<file path="src/rtl/platform_collision_if.sv">
// Bundle between the raster source, the collision probe block and the sprite
// motion logic: raster samples and sprite position in, registered contact
// flags plus the per-frame report pulse out.
//
// Handshake: there is no back-pressure. A raster sample is consumed when
// p_tick && video_on. coll_valid is a one-clock pulse that marks the cycle in
// which the hit_* flags were refreshed. The flags hold until the next pulse or
// reset.
interface platform_collision_if;
    logic       p_tick;
    logic       video_on;
    logic [9:0] x;
    logic [9:0] y;
    logic       platforms_on;
    logic [9:0] sprite_x;
    logic [9:0] sprite_y;
    logic       hit_down;
    logic       hit_up;
    logic       hit_left;
    logic       hit_right;
    logic       coll_valid;
    logic       busy;
    logic [1:0] dbg_state;

    modport master (
        output p_tick, video_on, x, y, platforms_on, sprite_x, sprite_y,
        input  hit_down, hit_up, hit_left, hit_right, coll_valid, busy, dbg_state
    );

    modport slave (
        input  p_tick, video_on, x, y, platforms_on, sprite_x, sprite_y,
        output hit_down, hit_up, hit_left, hit_right, coll_valid, busy, dbg_state
    );
endinterface

</file>
<file path="src/rtl/platform_collision.sv">
// Sprite/platform contact detector. During one visible frame it counts platform
// pixels on four one-pixel probe lines hugging the sprite (corners excluded).
// It reports bottom/top/left/right contact at the end of the frame.
module platform_collision #(
    parameter int W        = 16,
    parameter int H        = 16,
    parameter int H_LAST   = 639,
    parameter int V_LAST   = 479,
    parameter int MIN_HITS = 2
) (
    input  logic clk,
    input  logic reset,
    platform_collision_if.slave bus
);

    typedef enum logic [1:0] {
        IDLE   = 2'd0,
        SCAN   = 2'd1,
        REPORT = 2'd2
    } state_t;

    // Probe index order: 0 down, 1 up, 2 left, 3 right.
    localparam logic [10:0] W_P    = 11'(W);
    localparam logic [10:0] H_P    = 11'(H);
    localparam logic [10:0] W_M2   = 11'(W - 2);
    localparam logic [10:0] H_M2   = 11'(H - 2);
    localparam logic [9:0]  X_LAST = 10'(H_LAST);
    localparam logic [9:0]  Y_LAST = 10'(V_LAST);
    localparam logic [4:0]  MIN_C  = 5'(MIN_HITS);

    state_t          state_q, state_d;
    logic [9:0]      sx_q, sx_d;
    logic [9:0]      sy_q, sy_d;
    logic [3:0][4:0] cnt_q, cnt_d;
    logic [3:0]      hit_q, hit_d;

    logic        sample;
    logic        at_origin;
    logic        at_last;
    logic        start;
    logic        scan_px;
    logic        eval;
    logic [9:0]  psx;
    logic [9:0]  psy;
    logic [10:0] x11, y11, sx11, sy11;
    logic        in_xr, in_yr;
    logic [3:0]  match;
    logic [3:0]  inc;

    assign sample    = bus.p_tick & bus.video_on;
    assign at_origin = sample && (bus.x == 10'd0) && (bus.y == 10'd0);
    assign at_last   = sample && (bus.x == X_LAST) && (bus.y == Y_LAST);

    // A frame (re)starts on the origin pixel from IDLE or SCAN; a pending
    // report is never interrupted.
    assign start   = at_origin && (state_q != REPORT);
    assign scan_px = sample && (state_q == SCAN) && !at_origin;
    assign eval    = start || scan_px;

    // The origin pixel is judged against the position being latched with it.
    assign psx  = start ? bus.sprite_x : sx_q;
    assign psy  = start ? bus.sprite_y : sy_q;
    assign x11  = {1'b0, bus.x};
    assign y11  = {1'b0, bus.y};
    assign sx11 = {1'b0, psx};
    assign sy11 = {1'b0, psy};

    // Probe geometry in 11 bits so sx+W or y+1 never wraps around.
    always_comb begin
        in_xr    = (x11 >= sx11 + 11'd1) && (x11 <= sx11 + W_M2);
        in_yr    = (y11 >= sy11 + 11'd1) && (y11 <= sy11 + H_M2);
        match[0] = (y11 == sy11 + H_P) && in_xr;
        match[1] = (y11 + 11'd1 == sy11) && in_xr;
        match[2] = (x11 + 11'd1 == sx11) && in_yr;
        match[3] = (x11 == sx11 + W_P) && in_yr;
        inc      = match & {4{eval & bus.platforms_on}};
    end

    // Next-state, counter and flag update logic.
    always_comb begin
        state_d = state_q;
        sx_d    = sx_q;
        sy_d    = sy_q;
        cnt_d   = cnt_q;
        hit_d   = hit_q;

        if (start) begin
            sx_d = bus.sprite_x;
            sy_d = bus.sprite_y;
            for (int i = 0; i < 4; i++) begin
                cnt_d[i] = {4'd0, inc[i]};
            end
        end else if (scan_px) begin
            for (int i = 0; i < 4; i++) begin
                cnt_d[i] = (cnt_q[i] == 5'd31) ? 5'd31 : cnt_q[i] + {4'd0, inc[i]};
            end
        end

        case (state_q)
            IDLE: begin
                if (start) begin
                    state_d = SCAN;
                end
            end
            SCAN: begin
                if (start) begin
                    state_d = SCAN;
                end else if (scan_px && at_last) begin
                    state_d = REPORT;
                    for (int i = 0; i < 4; i++) begin
                        hit_d[i] = (cnt_d[i] >= MIN_C);
                    end
                end
            end
            REPORT: begin
                state_d = IDLE;
            end
            default: begin
                state_d = IDLE;
            end
        endcase
    end

    // State, latched position, counters and flags.
    always_ff @(posedge clk or posedge reset) begin
        if (reset) begin
            state_q <= IDLE;
            sx_q    <= 10'd0;
            sy_q    <= 10'd0;
            cnt_q   <= '0;
            hit_q   <= 4'd0;
        end else begin
            state_q <= state_d;
            sx_q    <= sx_d;
            sy_q    <= sy_d;
            cnt_q   <= cnt_d;
            hit_q   <= hit_d;
        end
    end

    assign bus.hit_down   = hit_q[0];
    assign bus.hit_up     = hit_q[1];
    assign bus.hit_left   = hit_q[2];
    assign bus.hit_right  = hit_q[3];
    assign bus.coll_valid = (state_q == REPORT);
    assign bus.busy       = (state_q == SCAN);
    assign bus.dbg_state  = 2'(state_q);

endmodule

</file>
<file path="src/flat_wrapper.sv">
// flat-port wrapper written by rule: the top's interface ports become plain ports
module platform_collision_flat 
#(
    parameter int W        = 16,
    parameter int H        = 16,
    parameter int H_LAST   = 639,
    parameter int V_LAST   = 479,
    parameter int MIN_HITS = 2
)
  (clk, reset, bus_p_tick, bus_video_on, bus_x, bus_y, bus_platforms_on, bus_sprite_x, bus_sprite_y, bus_hit_down, bus_hit_up, bus_hit_left, bus_hit_right, bus_coll_valid, bus_busy, bus_dbg_state);
  platform_collision_if bus_i ();
  input  logic clk;
  input  logic reset;
  input wire logic [$bits(bus_i.p_tick)-1:0] bus_p_tick;
  input wire logic [$bits(bus_i.video_on)-1:0] bus_video_on;
  input wire logic [$bits(bus_i.x)-1:0] bus_x;
  input wire logic [$bits(bus_i.y)-1:0] bus_y;
  input wire logic [$bits(bus_i.platforms_on)-1:0] bus_platforms_on;
  input wire logic [$bits(bus_i.sprite_x)-1:0] bus_sprite_x;
  input wire logic [$bits(bus_i.sprite_y)-1:0] bus_sprite_y;
  output wire logic [$bits(bus_i.hit_down)-1:0] bus_hit_down;
  output wire logic [$bits(bus_i.hit_up)-1:0] bus_hit_up;
  output wire logic [$bits(bus_i.hit_left)-1:0] bus_hit_left;
  output wire logic [$bits(bus_i.hit_right)-1:0] bus_hit_right;
  output wire logic [$bits(bus_i.coll_valid)-1:0] bus_coll_valid;
  output wire logic [$bits(bus_i.busy)-1:0] bus_busy;
  output wire logic [$bits(bus_i.dbg_state)-1:0] bus_dbg_state;
  assign bus_i.p_tick = bus_p_tick;
  assign bus_i.video_on = bus_video_on;
  assign bus_i.x = bus_x;
  assign bus_i.y = bus_y;
  assign bus_i.platforms_on = bus_platforms_on;
  assign bus_i.sprite_x = bus_sprite_x;
  assign bus_i.sprite_y = bus_sprite_y;
  assign bus_hit_down = bus_i.hit_down;
  assign bus_hit_up = bus_i.hit_up;
  assign bus_hit_left = bus_i.hit_left;
  assign bus_hit_right = bus_i.hit_right;
  assign bus_coll_valid = bus_i.coll_valid;
  assign bus_busy = bus_i.busy;
  assign bus_dbg_state = bus_i.dbg_state;
  platform_collision #(.W(W), .H(H), .H_LAST(H_LAST), .V_LAST(V_LAST), .MIN_HITS(MIN_HITS)) u_core (.clk(clk), .reset(reset), .bus(bus_i));
endmodule
</file>
<file path="config.mk">
export PLATFORM = sky130hd
export DESIGN_NAME = platform_collision_flat
export DESIGN_NICKNAME = d
export VERILOG_FILES = /design/src/rtl/platform_collision_if.sv /design/src/rtl/platform_collision.sv /design/src/flat_wrapper.sv
export SDC_FILE = /design/constraint.sdc
export NUM_CORES = 1
export LEC_CHECK = 0
export BUFFER_PORTS_ARGS = -buffer_cell sky130_fd_sc_hd__buf_2
export CORE_AREA = 4 4 93 117
export DETAILED_ROUTE_END_ITERATION = 7
export DIE_AREA = 0 0 97 121
export PLACE_DENSITY = 0.84
export SYNTH_ARGS = -nofsm -noshare
export SYNTH_HDL_FRONTEND = slang
export SYNTH_SLANG_ARGS = --single-unit
</file>
<file path="constraint.sdc">
create_clock -name clk -period 5.3 [get_ports clk]
set_input_delay 0.795 -clock clk [delete_from_list [all_inputs] [get_ports clk]]
set_output_delay 0.795 -clock clk [all_outputs]
set_load 0.005 [all_outputs]
</file>
# Word-level counts from Yosys, hierarchy flattened
# Cells that the tools add are included.
dict set report classes {
  eq_ne 15
  shifts 0
  reduce_logical 21
  mux 12
  mul 0
  n_bitwise 4
  addsub 12
  order_cmp 8
  div 0
}
# cell count
set ops {}
lappend ops {{10-bit by 1-bit adder with 11-bit output (second input constant)} 4}
lappend ops {{20-bit two-way mux} 2}
lappend ops {{10-bit by 4-bit adder with 11-bit output (second input constant)} 2}
lappend ops {{10-bit by 5-bit adder with 11-bit output (second input constant)} 2}
lappend ops {{10-bit by 11-bit equality test with 1-bit output} 2}
lappend ops {{11-bit by 10-bit equality test with 1-bit output} 2}
lappend ops {{10-bit by 11-bit greater-or-equal comparator with 1-bit output} 2}
lappend ops {{10-bit by 11-bit <= comparator with 1-bit output} 2}
lappend ops {{5-bit by 1-bit adder with 5-bit output} 4}
lappend ops {{5-bit equality test (second input constant)} 4}
lappend ops {{5-bit by 2-bit greater-or-equal comparator with 1-bit output (second input constant)} 4}
lappend ops {{10-bit logical NOT} 2}
lappend ops {{10-bit two-way mux} 2}
lappend ops {{5-bit two-way mux} 4}
lappend ops {{1-bit logical AND} 14}
lappend ops {{10-bit equality test (second input constant)} 1}
lappend ops {{10-bit by 9-bit equality test with 1-bit output (second input constant)} 1}
lappend ops {{2-bit two-way mux} 3}
lappend ops {{4-bit bitwise AND} 1}
lappend ops {{2-bit one-hot mux with 2 select lines} 1}
lappend ops {{3-bit by 1-bit != test with 1-bit output (second input constant)} 1}
lappend ops {{3-bit AND reduction} 1}
lappend ops {{1-bit bitwise AND} 2}
lappend ops {{2-bit by 1-bit equality test with 1-bit output (second input constant)} 1}
lappend ops {{8 further kinds} 8}
dict set report totals {
  register_bits 46
  ramBits 0
  latch_bits 0
  mem_count 0
  rom_bits 0
  word_cells 80
}

# Longest topological paths before layout
dict set report depth {
  word_depth 15
  ltp_mapped 29
  ltp_nobuf 28
}

# Least setup slack after synthesis
# OpenSTA, ideal clock, no wires.
dict set report synth_path {
  kind {input to register}
  from {input port bus_x[8]}
  to {register u_core.hit_q[2]}
  setup_slack_ps -962
  setup_time_ps 133
  stages 27
  t_arrival_ps 6129
  path_cell_list {buf_6 > or4_4 > or4_4 > nor2_8 > buf_1 > clkbuf_1 > buf_1 > nand2_1 > nand2_1 > ha_1 > nand3_1 > nor2_1 > xnor2_1 > ha_1 > or4_1 > a221oi_1 > a21oi_1 > o2111a_1 > nand2_1 > a2111oi_2 > ha_1 > ha_1 > nand3b_1 > o21ai_0 > nor2_1 > nor4_1 > o21ai_0}
}
# item line
set synth_rtl {}
lappend synth_rtl {{from (decl)} flat_wrapper.sv:16} ;# input wire logic [$bits(bus_i.x)-1:0] bus_x;
lappend synth_rtl {{to (signal assigned)} platform_collision.sv:137} ;# hit_q <= hit_d;
lappend synth_rtl {{to (decl)} platform_collision.sv:35} ;# logic [3:0] hit_q, hit_d;

==> flow_results.xml <==
<?xml version="1.0" encoding="UTF-8"?>
<metrics>
  <group name="worst_setup_path">
    <metric name="timing.critical_path.arrival" unit="ns">5.84</metric>
    <metric name="reg2reg_depth" unit="">25</metric>
    <metric name="crit-reg2reg-capture" unit="">u_core.hit_q[2]</metric>
    <metric name="timing.critical_path.from_type" unit="">input port</metric>
    <metric name="crit_path_end" unit="">u_core.hit_q[3]</metric>
    <metric name="critPathLaunch" unit="">bus_y[5]</metric>
    <metric name="rrSetupSlack" unit="ns">0.28</metric>
    <metric name="worst_r2r_startpoint" unit="">u_core.bus.dbg_state[1]</metric>
    <metric name="criticalPathCategory" unit="">in2reg</metric>
    <metric name="critPathRequiredTime" unit="ns">5.53</metric>
    <metric name="worst_setup_path_end_kind" unit="">flop</metric>
    <metric name="timing.critical_path.fanout_max" unit="">4</metric>
  </group>
  <group name="logic_synthesis">
    <metric name="synth.net_count" unit="">769</metric>
    <metric name="async_reset_ff_frac" unit="">1.00</metric>
    <metric name="post_synth.cell_area_avg" unit="um^2">7.94</metric>
    <metric name="synth_edf_count" unit="">0</metric>
    <metric name="ys_seq_elements" unit="">46</metric>
    <metric name="area_share_of_the_leading_cell_type_in_the_synthesized_netlist" unit="">0.218</metric>
    <metric name="synth_top_area_cell" unit="">dfrtp_1</metric>
    <metric name="synth.most_common_cell" unit="">nand2_1</metric>
    <metric name="synth_top_cells_by_count" unit="">66 x nand2_1, 58 x ha_1, 53 x nor2_1</metric>
    <metric name="synth.lib_cells_used.distinct" unit="">65</metric>
    <metric name="synthesis.area" unit="um^2">5290</metric>
    <metric name="synth_warnings" unit="">0</metric>
    <metric name="synthFlopType" unit="">dfrtp_1</metric>
    <metric name="synth_cells" unit="">666</metric>
    <metric name="synth_top_cells_by_area" unit="">dfrtp_1 22%, ha_1 14%, xnor2_1 6.8%, nand2_1 4.7%, nor2_1 3.8%</metric>
    <metric name="synth-seq-area-share" unit="">0.218</metric>
  </group>
  <group name="placement">
    <metric name="detailedPlacementHpwl" unit="um">15900</metric>
    <metric name="globalplace.congestion" unit="">1.04</metric>
    <metric name="numPortBuffers" unit="">52</metric>
    <metric name="dp_slack" unit="ns">-0.794</metric>
  </group>
  <group name="clock_tree">
    <metric name="insertion_delay" unit="ns">0.30</metric>
    <metric name="cts.htree.levels" unit="">2</metric>
    <metric name="cts_buffer_depth" unit="">2</metric>
    <metric name="clk_root_buffer_cell" unit="">clkbuf_16</metric>
    <metric name="cts_tree" unit="">yes</metric>
    <metric name="post_cts_hold_buffer_count" unit="">0</metric>
    <metric name="clock_sink_count" unit="">46</metric>
    <metric name="numCtsBuffers" unit="">5</metric>
    <metric name="clkTransAtPathRegs" unit="ns">0.07</metric>
  </group>
  <group name="sta">
    <metric name="final.hold.worst_slack" unit="ns">0.484</metric>
    <metric name="period_utilization_post_route" unit="">1.06</metric>
    <metric name="hold_violations" unit="">0</metric>
    <metric name="fin_skew" unit="ns">0.0103</metric>
    <metric name="shortest_clock_period_the_worst_path_allows_after_layout" unit="ns">5.61</metric>
    <metric name="slew_violations" unit="">0</metric>
    <metric name="fin_ws" unit="ns">-0.313</metric>
    <metric name="grt_setup_unrepaired" unit="">yes</metric>
    <metric name="max_freq" unit="MHz">178</metric>
    <metric name="worst_slew_margin_rel" unit="">0.257</metric>
    <metric name="tightest_slew" unit="ns">1.11</metric>
    <metric name="final-setup-viol-count" unit="">10</metric>
  </group>
  <group name="floorplanning">
    <metric name="dieHeight" unit="um">121</metric>
    <metric name="floorplan.rows" unit="">41</metric>
    <metric name="core_region_area" unit="um^2">9900</metric>
    <metric name="floorplan.die.width" unit="um">97</metric>
    <metric name="design.die.area" unit="um^2">11700</metric>
    <metric name="boundaryPins" unit="">53</metric>
    <metric name="initial_core_util" unit="">0.534</metric>
  </group>
  <group name="final_layout">
    <metric name="finish.net_count" unit="">955</metric>
    <metric name="post_route_cells_drive_above_1_share" unit="">0.358</metric>
    <metric name="n_fill_cell" unit="">695</metric>
    <metric name="antenna-diode-count" unit="">0</metric>
    <metric name="area_growth_syn_to_layout" unit="%">40.9</metric>
  </group>
  <group name="status">
    <metric name="failing_checks" unit="">negative setup slack</metric>
    <metric name="outcome" unit="">finished with violations</metric>
  </group>
  <group name="global_route">
    <metric name="grt.overflow.total" unit="">0</metric>
    <metric name="number_of_antenna_violations_at_the_first_check_in_global_routing" unit="">0</metric>
    <metric name="maximum_number_of_pins_on_one_net_before_global_route_repair" unit="">47</metric>
    <metric name="grt_first_pass_wirelength" unit="um">31700</metric>
    <metric name="grt_usage" unit="">0.339</metric>
    <metric name="number_of_global_route_vias_before_repair" unit="">6327</metric>
  </group>
  <group name="drt">
    <metric name="drt-initial-drc-count" unit="">458</metric>
    <metric name="routedWlPerCell" unit="um">21.5</metric>
    <metric name="drt_first_pass_iters" unit="">5</metric>
    <metric name="post-route-drc-count" unit="">0</metric>
    <metric name="ant_nets" unit="">0</metric>
    <metric name="drt-total-wl" unit="um">21100</metric>
    <metric name="via_per_inst" unit="">6.45</metric>
    <metric name="via_count" unit="">6333</metric>
  </group>
  <group name="run">
    <metric name="cap_violations" unit="">0</metric>
  </group>
  <group name="hold_path">
    <metric name="hold_path.class" unit="">reg2reg</metric>
  </group>
  <group name="power">
    <metric name="cellInternalPower" unit="W">0.000651</metric>
    <metric name="p_clk_frac" unit="">0.423</metric>
    <metric name="power_switching" unit="W">0.000273</metric>
    <metric name="power.static_leakage" unit="nW">3.58</metric>
    <metric name="combPwrFrac" unit="">0.197</metric>
    <metric name="share_seq_of_total_power" unit="">0.379</metric>
    <metric name="power_density" unit="nW/um^2">124</metric>
    <metric name="vdd.ir_drop.worst" unit="V">0.000138</metric>
    <metric name="power_switching_share" unit="">0.296</metric>
  </group>
</metrics>
[placed cells by master (no fill, tap or decap), types with 19 or more instances in the layout]
master,count
inv_1,23
nand4_1,19
dfrtp_1,46
nand3_1,29
ha_1,43
buf_2,49
nand2_1,56
nor2_1,46
xnor2_1,38
buf_4,143
and3_1,20
a21oi_1,31
o21ai_0,22
[logic make-up after synthesis]
logic type                 Yosys count  share of synthesized area
adders and majority gates           58                      0.137
and+or+nand+nor                    285                      0.285
buffers and inverters               54                     0.0400
DFF                                 46                      0.218
xor gates and xnor gates            56                     0.0927
AOI/OAI and AO/OA                  147                      0.187
muxes                               20                     0.0400
[layout make-up]
class	count	area, um^2	share of cell area
Clock buffer	5	125	0.0168
Clock inverter	3	43.8	0.00588
Inverter	27	106	0.0143
Multi-Input combinational cell	566	4380	0.587
Sequential cell	46	1150	0.154
Tap cell	129	161	0.0217
Timing Repair Buffer	206	1490	0.200
[power by group through the flow]
stage	registers (W)	logic (W)	clock network (W)
floorplan	0.000358	0.0000851	0
global placement	0.000358	0.000162	0
detailed placement	0.000358	0.000166	0
CTS	0.000351	0.000172	0.000389
global route	0.000351	0.000196	0.000405
finish	0.000351	0.000182	0.000391
[worst max-delay path, cell delays in order]
cell	delay (ns)
buf_8	0.10
or4_4	0.56
or4_4	0.58
nor2_8	0.15
buf_6	0.13
mux2i_4	0.23
inv_2	0.09
ha_4	0.20
buf_6	0.12
nand3_4	0.08
xnor2_2	0.09
ha_2	0.20
or4_4	0.51
a221oi_2	0.20
a21oi_2	0.11
o2111a_2	0.19
buf_4	0.14
o211ai_1	0.14
nor3_2	0.10
ha_2	0.21
buf_4	0.13
and4_1	0.21
a31oi_1	0.21
o21a_1	0.19
nor3_2	0.05
a21oi_1	0.13
[worst min-delay path by stage]
| stage | start | end | depth (start not counted) |
|---|---|---|---|
| floorplan | u_core.bus.dbg_state[1] | u_core.bus.dbg_state[0] | 1 |
| global placement | u_core.hit_q[0] | u_core.hit_q[0] | 2 |
| detailed placement | u_core.hit_q[0] | u_core.hit_q[0] | 2 |
| CTS | u_core.hit_q[0] | u_core.hit_q[0] | 2 |
| global route | u_core.hit_q[1] | u_core.hit_q[1] | 2 |
| finish | u_core.hit_q[0] | u_core.hit_q[0] | 2 |
[repair_timing]
| item | 4_1_cts | 5_1_grt |
|---|---|---|
| resized for setup | 36 | 62 |
| setup endpoints to repair | 13 | 23 |
| setup buffers | 12 | 21 |
| pin swaps | 27 | 50 |
[metal layers]
layer | global-route usage | up-vias | part of all wire
met5 | 0 | - | 0
met4 | 0.213 | 0 | 0.078
met3 | 0.0552 | 132 | 0.075
met2 | 0.618 | 391 | 0.50
met1 | 0.363 | 2983 | 0.35
li1 | - | 2827 | -
[state kept, by name (all words and copies together) (netlist names)]
register and count:
u_core.cnt_q 20, u_core.sx_q 10, u_core.hit_q 4, u_core.bus.dbg_state 2, u_core.sy_q 10
[metrics by stage]
step           power [W]  setup TNS [ns]  instances  instance area, um^2  utilization
2_1_floorplan   0.000443          -0.653        666                 5480            -
3_3_place_gp    0.000520           -5.08        942                 6660        0.672
3_5_place_dp    0.000524           -8.28        942                 6660        0.672
4_1_cts         0.000911           -1.33        962                 7040        0.711
5_1_grt         0.000951           -4.29        982                 7450        0.753
6_report        0.000924           -1.59        982                 7450        0.753
Power figures use the tool's default switching activity.
